$ cat config.mk
export PLATFORM = sky130hd
export DESIGN_NAME = warp_issue_arbiter_flat
export DESIGN_NICKNAME = d
export VERILOG_FILES = /design/src/rtl/warp_issue_arbiter_pkg.sv /design/src/rtl/warp_issue_arbiter_if.sv /design/src/rtl/warp_issue_arbiter_rr_arbiter.sv /design/src/rtl/warp_issue_arbiter.sv /design/src/flat_wrapper.sv
export SDC_FILE = /design/constraint.sdc
export NUM_CORES = 1
export LEC_CHECK = 0
export BUFFER_PORTS_ARGS = -buffer_cell sky130_fd_sc_hd__buf_2
export CAP_MARGIN = 15
export CORE_AREA = 2 2 459 461
export CTS_CLUSTER_DIAMETER = 50
export DETAILED_ROUTE_END_ITERATION = 6
export DIE_AREA = 0 0 461 463
export PLACE_DENSITY = 0.3
export REMOVE_ABC_BUFFERS = 1
export SETUP_SLACK_MARGIN = 0.02
export SYNTH_ARGS = -nofsm -noshare
export SYNTH_HDL_FRONTEND = slang
export SYNTH_HIERARCHICAL = 1
export SYNTH_SLANG_ARGS = --single-unit
$ cat constraint.sdc
create_clock -name clock -period 4.65 [get_ports clock]
set_clock_uncertainty 0.1 [all_clocks]
set_input_delay 0.465 -clock clock [delete_from_list [all_inputs] [get_ports clock]]
set_output_delay 0.465 -clock clock [all_outputs]
set_load 0.005 [all_outputs]
$ cat src/rtl/warp_issue_arbiter_pkg.sv
// Shared warp-issue types: warp count, id width and the packed ibuf head entry.
package warp_issue_arbiter_pkg;
  localparam int NUM_WARPS    = 8;
  localparam int WARP_ID_BITS = $clog2(NUM_WARPS);

  typedef struct packed {
    logic [31:0]             pc;
    logic [WARP_ID_BITS-1:0] wid;
    logic [6:0]              op;
    logic [4:0]              rd;
    logic [4:0]              rs1;
    logic [4:0]              rs2;
    logic [4:0]              rs3;
    logic [31:0]             imm32;
    logic [23:0]             imm24;
    logic [2:0]              f3;
    logic [6:0]              f7;
  } ibuf_entry_t;

  localparam int PAYLOAD_BITS = $bits(ibuf_entry_t);
endpackage

$ cat src/rtl/warp_issue_arbiter_if.sv
// Bundle between the ibuf heads, the issue port and the retire/credit path.
interface warp_issue_arbiter_if #(
  parameter int NUM_WARPS    = warp_issue_arbiter_pkg::NUM_WARPS,
  parameter int PAYLOAD_BITS = warp_issue_arbiter_pkg::PAYLOAD_BITS,
  parameter int WARP_ID_BITS = $clog2(NUM_WARPS)
);
  logic [NUM_WARPS-1:0]              ibuf_valid;
  logic [NUM_WARPS-1:0]              ibuf_ready;
  logic [NUM_WARPS*PAYLOAD_BITS-1:0] ibuf_payload;
  logic [NUM_WARPS-1:0]              warp_stall;
  logic                              issue_valid;
  logic                              issue_ready;
  logic [WARP_ID_BITS-1:0]           issue_wid;
  logic [PAYLOAD_BITS-1:0]           issue_payload;
  logic                              retire_valid;
  logic [WARP_ID_BITS-1:0]           retire_wid;
  logic [NUM_WARPS-1:0]              warp_busy;
  logic                              idle;
  logic                              credit_err;

  modport master (
    input  ibuf_valid, ibuf_payload, warp_stall, issue_ready, retire_valid, retire_wid,
    output ibuf_ready, issue_valid, issue_wid, issue_payload, warp_busy, idle, credit_err
  );

  modport slave (
    output ibuf_valid, ibuf_payload, warp_stall, issue_ready, retire_valid, retire_wid,
    input  ibuf_ready, issue_valid, issue_wid, issue_payload, warp_busy, idle, credit_err
  );
endinterface

$ cat src/rtl/warp_issue_arbiter_rr_arbiter.sv
// Combinational round-robin pick: first request at or above ptr, wrapping.
module rr_arbiter #(
  parameter  int N  = 8,
  localparam int IW = (N > 1) ? $clog2(N) : 1
) (
  input  logic [N-1:0]  req,
  input  logic [IW-1:0] ptr,
  output logic [N-1:0]  gnt,
  output logic [IW-1:0] idx,
  output logic          any
);
  logic [2*N-1:0] keep;
  logic [2*N-1:0] dbl;

  // The upper copy of req supplies the wrapped-around candidates below ptr.
  always_comb begin
    keep = ~(((2*N)'(1) << ptr) - (2*N)'(1));
    dbl  = {req, req} & keep;
    any  = 1'b0;
    idx  = '0;
    for (int i = 2*N-1; i >= 0; i--) begin
      if (dbl[i]) begin
        any = 1'b1;
        idx = (i >= N) ? IW'(i - N) : IW'(i);
      end
    end
    gnt = any ? (N'(1) << idx) : '0;
  end
endmodule

$ cat src/rtl/warp_issue_arbiter.sv
// Round-robin warp issue with a one-entry issue register and per-warp in-flight credits.
module warp_issue_arbiter #(
  parameter int NUM_WARPS    = warp_issue_arbiter_pkg::NUM_WARPS,
  parameter int PAYLOAD_BITS = warp_issue_arbiter_pkg::PAYLOAD_BITS,
  parameter int MAX_INFLIGHT = 4
) (
  input logic                  clock,
  input logic                  reset,
  warp_issue_arbiter_if.master bus
);
  import warp_issue_arbiter_pkg::*;

  localparam int WARP_ID_BITS = $clog2(NUM_WARPS);
  localparam int CNT_BITS     = $clog2(MAX_INFLIGHT + 1);

  logic [NUM_WARPS-1:0]    elig;
  logic [NUM_WARPS-1:0]    gnt;
  logic [NUM_WARPS-1:0]    busy;
  logic [WARP_ID_BITS-1:0] rr_ptr;
  logic [WARP_ID_BITS-1:0] gidx;
  logic                    any;
  logic                    load;
  logic                    hs;
  logic                    err_now;
  logic [PAYLOAD_BITS-1:0] gnt_payload;
  logic [CNT_BITS-1:0]     inflight [NUM_WARPS];

  assign load = ~bus.issue_valid | bus.issue_ready;
  assign hs   = load & any;

  for (genvar w = 0; w < NUM_WARPS; w++) begin : g_warp
    logic ret;

    assign elig[w] = bus.ibuf_valid[w] & ~bus.warp_stall[w] &
                     (inflight[w] < CNT_BITS'(MAX_INFLIGHT));
    assign busy[w] = inflight[w] != '0;
    assign ret     = bus.retire_valid & (bus.retire_wid == WARP_ID_BITS'(w)) & busy[w];

    // Issue and retire on the same edge cancel out.
    always_ff @(posedge clock) begin
      if (reset)
        inflight[w] <= '0;
      else if (bus.ibuf_ready[w] & ~ret)
        inflight[w] <= inflight[w] + CNT_BITS'(1);
      else if (~bus.ibuf_ready[w] & ret)
        inflight[w] <= inflight[w] - CNT_BITS'(1);
    end
  end

  rr_arbiter #(.N(NUM_WARPS)) u_rr (
    .req (elig),
    .ptr (rr_ptr),
    .gnt (gnt),
    .idx (gidx),
    .any (any)
  );

  assign bus.ibuf_ready = load ? gnt : '0;
  assign bus.warp_busy  = busy;
  assign bus.idle       = ~bus.issue_valid & ~|busy;

  always_comb begin
    gnt_payload = '0;
    for (int w = 0; w < NUM_WARPS; w++)
      if (gidx == WARP_ID_BITS'(w))
        gnt_payload = bus.ibuf_payload[w*PAYLOAD_BITS +: PAYLOAD_BITS];
  end

  // Any retire not matched by a live credit (zero count or out-of-range id) is an error.
  always_comb begin
    err_now = bus.retire_valid;
    for (int w = 0; w < NUM_WARPS; w++)
      if (bus.retire_wid == WARP_ID_BITS'(w) && busy[w])
        err_now = 1'b0;
  end

  always_ff @(posedge clock) begin
    if (reset) begin
      bus.issue_valid   <= 1'b0;
      bus.issue_wid     <= '0;
      bus.issue_payload <= '0;
      rr_ptr            <= '0;
      bus.credit_err    <= 1'b0;
    end else begin
      if (hs) begin
        bus.issue_valid   <= 1'b1;
        bus.issue_wid     <= gidx;
        bus.issue_payload <= gnt_payload;
        rr_ptr            <= (gidx == WARP_ID_BITS'(NUM_WARPS - 1)) ? '0 : gidx + WARP_ID_BITS'(1);
      end else if (bus.issue_ready) begin
        bus.issue_valid <= 1'b0;
      end
      if (err_now)
        bus.credit_err <= 1'b1;
    end
  end
endmodule
$ cat src/flat_wrapper.sv
// flat-port wrapper written by rule: the top's interface ports become plain ports
module warp_issue_arbiter_flat import warp_issue_arbiter_pkg::*;
#(
  parameter int NUM_WARPS    = warp_issue_arbiter_pkg::NUM_WARPS,
  parameter int PAYLOAD_BITS = warp_issue_arbiter_pkg::PAYLOAD_BITS,
  parameter int MAX_INFLIGHT = 4
)
  (clock, reset, bus_ibuf_valid, bus_ibuf_payload, bus_warp_stall, bus_issue_ready, bus_retire_valid, bus_retire_wid, bus_ibuf_ready, bus_issue_valid, bus_issue_wid, bus_issue_payload, bus_warp_busy, bus_idle, bus_credit_err);
  warp_issue_arbiter_if #(.NUM_WARPS(NUM_WARPS), .PAYLOAD_BITS(PAYLOAD_BITS)) bus_i ();
  input logic clock;
  input logic reset;
  input wire logic [$bits(bus_i.ibuf_valid)-1:0] bus_ibuf_valid;
  input wire logic [$bits(bus_i.ibuf_payload)-1:0] bus_ibuf_payload;
  input wire logic [$bits(bus_i.warp_stall)-1:0] bus_warp_stall;
  input wire logic [$bits(bus_i.issue_ready)-1:0] bus_issue_ready;
  input wire logic [$bits(bus_i.retire_valid)-1:0] bus_retire_valid;
  input wire logic [$bits(bus_i.retire_wid)-1:0] bus_retire_wid;
  output wire logic [$bits(bus_i.ibuf_ready)-1:0] bus_ibuf_ready;
  output wire logic [$bits(bus_i.issue_valid)-1:0] bus_issue_valid;
  output wire logic [$bits(bus_i.issue_wid)-1:0] bus_issue_wid;
  output wire logic [$bits(bus_i.issue_payload)-1:0] bus_issue_payload;
  output wire logic [$bits(bus_i.warp_busy)-1:0] bus_warp_busy;
  output wire logic [$bits(bus_i.idle)-1:0] bus_idle;
  output wire logic [$bits(bus_i.credit_err)-1:0] bus_credit_err;
  assign bus_i.ibuf_valid = bus_ibuf_valid;
  assign bus_i.ibuf_payload = bus_ibuf_payload;
  assign bus_i.warp_stall = bus_warp_stall;
  assign bus_i.issue_ready = bus_issue_ready;
  assign bus_i.retire_valid = bus_retire_valid;
  assign bus_i.retire_wid = bus_retire_wid;
  assign bus_ibuf_ready = bus_i.ibuf_ready;
  assign bus_issue_valid = bus_i.issue_valid;
  assign bus_issue_wid = bus_i.issue_wid;
  assign bus_issue_payload = bus_i.issue_payload;
  assign bus_warp_busy = bus_i.warp_busy;
  assign bus_idle = bus_i.idle;
  assign bus_credit_err = bus_i.credit_err;
  warp_issue_arbiter #(.NUM_WARPS(NUM_WARPS), .PAYLOAD_BITS(PAYLOAD_BITS), .MAX_INFLIGHT(MAX_INFLIGHT)) u_core (.clock(clock), .reset(reset), .bus(bus_i));
endmodule
-- Word level (Yosys, flattened, before mapping)
Memories as Yosys holds them, arrays and structs flattened.
Index checks and enable logic that the tools add are counted.
- memories: 1
- input port bits: 1047
- word-level logic and storage cells: 290
- register bits: 136
- RAM bits: 24
- mux-type cells: 127
- equal/unequal tests: 14
- reductions and logical operators: 21
- bitwise operators: 94
- add/subtract/negate cells: 18
- shift-type cells: 2
- order comparisons: 8
- memories (memory ; depth ; width ; read ports ; clocked after Yosys merged registers in ; wr ports ; line ; text):
    u_core.inflight ; 8 ; 3 ; 8 ; 0 ; 8 ; warp_issue_arbiter.sv:26 ; logic [CNT_BITS-1:0] inflight [NUM_WARPS];
- operator list (operator ; number):
    128-bit 2-to-1 mux ; 8
    3-bit 2-to-1 mux ; 33
    1-bit 2-to-1 mux ; 84
    1-bit bitwise AND ; 50
    3-bit by 1-bit adder with 3-bit output, second input constant ; 9
    1-bit NOT ; 25
    3-bit equality test, second input constant ; 8
    3-bit less-than comparator, second input constant ; 8
    3-bit nonzero test ; 8
    3-bit by 1-bit subtractor with 3-bit output, second input constant ; 8
    1-bit bitwise OR ; 17
    16-bit bitwise AND ; 1
    8-bit 2-to-1 mux ; 2
    16-bit NOT ; 1
    1-bit by 3-bit left shift with 16-bit output, first input constant ; 1
    16-bit by 2-bit subtractor with 16-bit output, second input constant ; 1
    3-bit by 2-bit equality test with 1-bit output, second input constant ; 4
    1-bit logical AND ; 8
    8-bit OR reduction ; 1
    1-bit by 3-bit left shift with 8-bit output, first input constant ; 1
    3-bit by 1-bit equality test with 1-bit output, second input constant ; 2
    3-bit logical NOT ; 2
    2-bit nonzero test ; 1
    1-bit logical NOT ; 1

-- Depth between registers and ports, before layout
- depth in word-level cells: 30
- gate-level depth with buffers: 21
- depth with buffers taken out: 15

-- By module
The synthesis kept the hierarchy.
- modules (own cells, without submodules) (module ; cells each ; area an instance (um^2) ; times used):
    warp_issue_arbiter ; 2494 ; 18328.8 ; 1
    rr_arbiter ; 80 ; 621.8 ; 1

-- Worst setup path before layout
OpenSTA, ideal clock, no wires.
- kind: register to register
- start point: register u_core.rr_ptr[0]
- end point: register u_core.bus.issue_payload[15]
- required time: 4.474 ns
- path buffers: 7
- cell stages (with the launch flop): 20
- slack: 0.489 ns
- arrival: 3.985 ns
- library setup time: 0.076 ns
- path through: dfxtp_1 -> clkbuf_1 -> inv_1 -> nand2_1 -> ha_1 -> or3b_1 -> buf_6 -> a2111oi_2 -> o21ai_1 -> o211ai_2 -> inv_1 -> buf_6 -> inv_2 -> buf_2 -> buf_2 -> ha_1 -> clkbuf_1 -> clkbuf_1 -> a2111oi_2 -> o22ai_1
- longest elaborated chain between the ends: 29
- elaborated cells on any way between the ends: 53
- classes of those cells: add/sub: 1; eq/ne: 7; shift: 1; mux: 40; bitwise: 3; reduce/logical: 1
- RTL lines (what ; line ; text):
    start, declared ; warp_issue_arbiter.sv:19 ; logic [WARP_ID_BITS-1:0] rr_ptr;
    start signal, assigned ; warp_issue_arbiter.sv:89 ; rr_ptr <= (gidx == WARP_ID_BITS'(NUM_WARPS - 1)) ? '0 : gidx + WARP_ID_BITS'(1);
    1-bit by 3-bit left shift with 16-bit output * ; warp_issue_arbiter_rr_arbiter.sv:17 ; keep = ~(((2*N)'(1) << ptr) - (2*N)'(1));
    16-bit by 2-bit subtractor with 16-bit output * ; warp_issue_arbiter_rr_arbiter.sv:17 ;
    16-bit NOT * ; warp_issue_arbiter_rr_arbiter.sv:17 ;
    16-bit bitwise AND * ; warp_issue_arbiter_rr_arbiter.sv:18 ; dbl = {req, req} & keep;
    3-bit 2-to-1 mux (15 in series) ; warp_issue_arbiter_rr_arbiter.sv:22 ; if (dbl[i]) begin
    3-bit 2-to-1 mux * ; warp_issue_arbiter_rr_arbiter.sv:22 ;
    net u_core.gidx[2] ; warp_issue_arbiter.sv:20 ; logic [WARP_ID_BITS-1:0] gidx;
    3-bit logical NOT ; warp_issue_arbiter.sv:65 ; if (gidx == WARP_ID_BITS'(w))
    128-bit 2-to-1 mux (7 in series) ; warp_issue_arbiter.sv:65 ;
    128-bit 2-to-1 mux * ; warp_issue_arbiter.sv:65 ;
    end signal, assigned ; warp_issue_arbiter.sv:88 ; bus.issue_payload <= gnt_payload;
    end, declared ; warp_issue_arbiter_if.sv:23 ; output ibuf_ready, issue_valid, issue_wid, issue_payload, warp_busy, idle, credit_err
The timed path passes the listed nets; every way through them passes the cells marked *.
A chain may end at the register's enable or synchronous reset.

-- Worst setup path after layout
- start point: register u_core.rr_ptr[1]
- end point: register u_core.bus.issue_payload[31]
The elaborated chain is that of the path after synthesis.

==> results.md <==
* Outcome: finished clean
* Synth area leader: dfxtp_1
* CP most frequent cell: buf_4
* Most instantiated cells after synthesis: a21oi_1 (407), clkbuf_1 (167), nand2_1 (160), inv_1 (159), nor2_1 (139)
* Setup Viol. Count Final at 0
* Fin util at 0.146
* Half-perimeter wire length after placement at 175000 um
* Syn. warnings at 6
* Pwr dens at 874 nW/um^2
* Unrepaired setup endpoints after global routing: no
* HP Class: in2reg
* Top cells by area, synth: dfxtp_1 (14%), a21oi_1 (11%), a221oi_2 (7.4%)
* Via Count at 27500
* Total core area at 209000 sq um
* Yosys cell types at 75
* TritonRoute pass-1 iters at 5
* Die width at 461 um
* Worst path slowest cell: or4b_1
* RePlAce Congestion at 0.907
* Final layout net count at 4796
* Final worst path period need at 4.42 ns
* Clk Latency, worst-skew pair at 0.56 ns
* H-tree depth at 4
* Avg Vias per Cell at 4.18
* First-pass GRT wire length at 270000 um
* Final wirelength at 209000 um
* CTS tree: done
* Most common cell in the netlist: a21oi_1
* Largest net degree at the start of global routing at 93
* Clk sinks at 160
* CTS max path bufs at 2
* Leakage Power at 12.0 nW
* Ys flop type: dfxtp_1
* Top cell type's share of synthesized area at 0.144
* Slowest stage delay, CP at 0.52 ns
* Arrival time at the worst endpoint at 4.73 ns
* Root Driver: clkbuf_16
* Mapped cell area at 19000 sq um
* Vias in the first global route at 27900
* DP Area at 29600 sq um
* Io pins at 1197
* Critical Path Sink Type: register
* Number of flops mapped to enable cells by yosys at 24
* Die ar. at 213000 sq um
* CTS buffer count at 17
* Port-buffer cells at 1196
* Rows at 168
* Antenna violation net count after detailed routing at 0
* Worst Tran Pin Value at 0.951 ns
* Initial Utilization at 0.0909
* Kind of cell adding the most delay to the critical path: compound AO/OA/AOI/OAI gates
* Routed length per instance at 31.7 um
* Placed Cells at 6504
* Initial DRC Count at 1817
* Clock transition at path regs at 0.10 ns
* Crit-path max FO at 17
* Fraction of layout cells with a size suffix above 1 at 0.455
* Final instance area at 30400 sq um
* DRC at 0
* Peak supply drop at 712 uV
* Kind of critical path: reg2reg
* Gate Count Post-Synth at 2574
* Fin. Hold Viols at 0
* Sequential share of the synthesized area at 0.182
* FMAX at 226 MHz
* Synthesized flop and latch total at 160
* Max_cap viols at 0
* Required @ worst endpoint at 4.96 ns
* Average size of a mapped cell at 7.36 sq um
* Die Y at 463 um
* Worst slew margin at 0.366
* Overflow after GRT at 0
* Crit start category: register
* Crit-path cells: nor2_2 > nand2_1 > ha_1 > buf_4 > or4b_1 > nand3b_1 > a211oi_1 > buf_4 > a2111oi_4 > buf_4 > ha_1 > ha_4 > or2_4 > buf_12 > buf_12 > a221oi_1 > a2111oi_1 > o22ai_1
* Period Utilization, post-route at 0.950
* Slew Viols, Final at 0
* Number of antenna violations at the first check in global routing at 222
* Area Overhead vs Synth at 60.3%
* CP bufs+invs at 5
* Ys async rst share at 0
* Final std cells w/o fill at 6587
* GRT Total Usage at 0.188
* Tot Pwr at 26.6 mW
* Fin Setup TNS at 0 ns
## worst min-delay path: stages
cell	delay [ns]
buf_2	0.08
a2111oi_2	0.05
o22ai_1	0.14
## sequential cells by signal, indices dropped and copies added (netlist names)
register	count
u_core/bus.issue_payload	128
u_core/inflight	24
u_core/bus.issue_wid	3
u_core/rr_ptr	3
u_core/bus.credit_err	1
u_core/bus.issue_valid	1
## metrics by stage
stage               hold WS [ns]  setup WS (ns)
global placement           0.344         -0.160
detailed placement         0.352        -0.0559
floorplan                  0.347         -12.60
finish                     0.109          0.231
global route              0.0881         0.0240
CTS                       0.0239         0.0127
## cell usage in the layout, fill, tap and decap left out, drive strengths merged, types with 4 or more instances in the layout
cell        n
and2        8
o22ai     128
xnor2       9
o221ai    127
nand2     161
nor2b     134
nand4b     10
nand2b     14
nor3      135
a221oi    130
nor2      140
buf      1438
nand3      17
a2111oi   131
ha         28
o21ai     133
mux2i       8
nand3b    132
a21oi     407
diode      49
inv       165
or2         4
edfxtp     24
a32oi       7
nand4      10
and3        9
dfxtp     136
clkbuf     22
nor4        5
nor3b      16
## timing repair
item | in CTS | in global routing
cloned | 0 | 0
pin swaps | 0 | 3
gates resized for setup | 6 | 10
buffers inserted | 0 | 2
endpoints found under the setup margin | 6 | 41
hold buffers | 0 | 0
## layer usage
metal / up-vias / part of all wire / routed length [um] / GRT usage
met4: 132 / 0.024 / 4970 / 0.0418
met2: 1413 / 0.47 / 98700 / 0.319
met3: 388 / 0.11 / 22700 / 0.0830
met5: - / 0.0040 / 841 / 0
met1: 13400 / 0.39 / 81700 / 0.216
li1: 12200 / - / - / -
## final timing paths
| kind | start | endpoint | slack, ns | cells past startpoint |
|---|---|---|---|---|
| min | bus_ibuf_payload[497] | u_core/bus.issue_payload[113]$_SDFFE_PP0P_ | 0.11 | 3 |
| min reg2reg | u_core/bus.issue_wid[2]$_SDFFE_PP0P_ | u_core/bus.issue_wid[2]$_SDFFE_PP0P_ | 0.36 | 2 |
| max reg2reg | u_core/rr_ptr[1]$_SDFFE_PP0P_ | u_core/bus.issue_payload[31]$_SDFFE_PP0P_ | 0.23 | 18 |
| max | u_core/rr_ptr[1]$_SDFFE_PP0P_ | u_core/bus.issue_payload[31]$_SDFFE_PP0P_ | 0.23 | 18 |
## cell type report
cell class                 instances  area, sq um
fill                           24500       178000
multi-input combinational       1941        13500
timing repair buffer            1439         8580
tap                             2805         3510
sequential                       160         3440
inverter                         161          627
clock buffer                      21          472
antenna                           49          123
clock inverter                    11          104
## power breakdown
part	internal [mW]	switching (mW)
registers	1.87	0.301
logic	8.87	13.8
clock network	0.790	0.911
## logic make-up after synthesis
kind of cell	Yosys count	synth area share
compound gates	1086	0.444
xor+xnor	9	0.00416
fa+ha+maj	29	0.0195
buf+inv	473	0.115
flops	160	0.182
mux	8	0.00423
simple gates	809	0.232
Power figures use the tool's default switching activity.
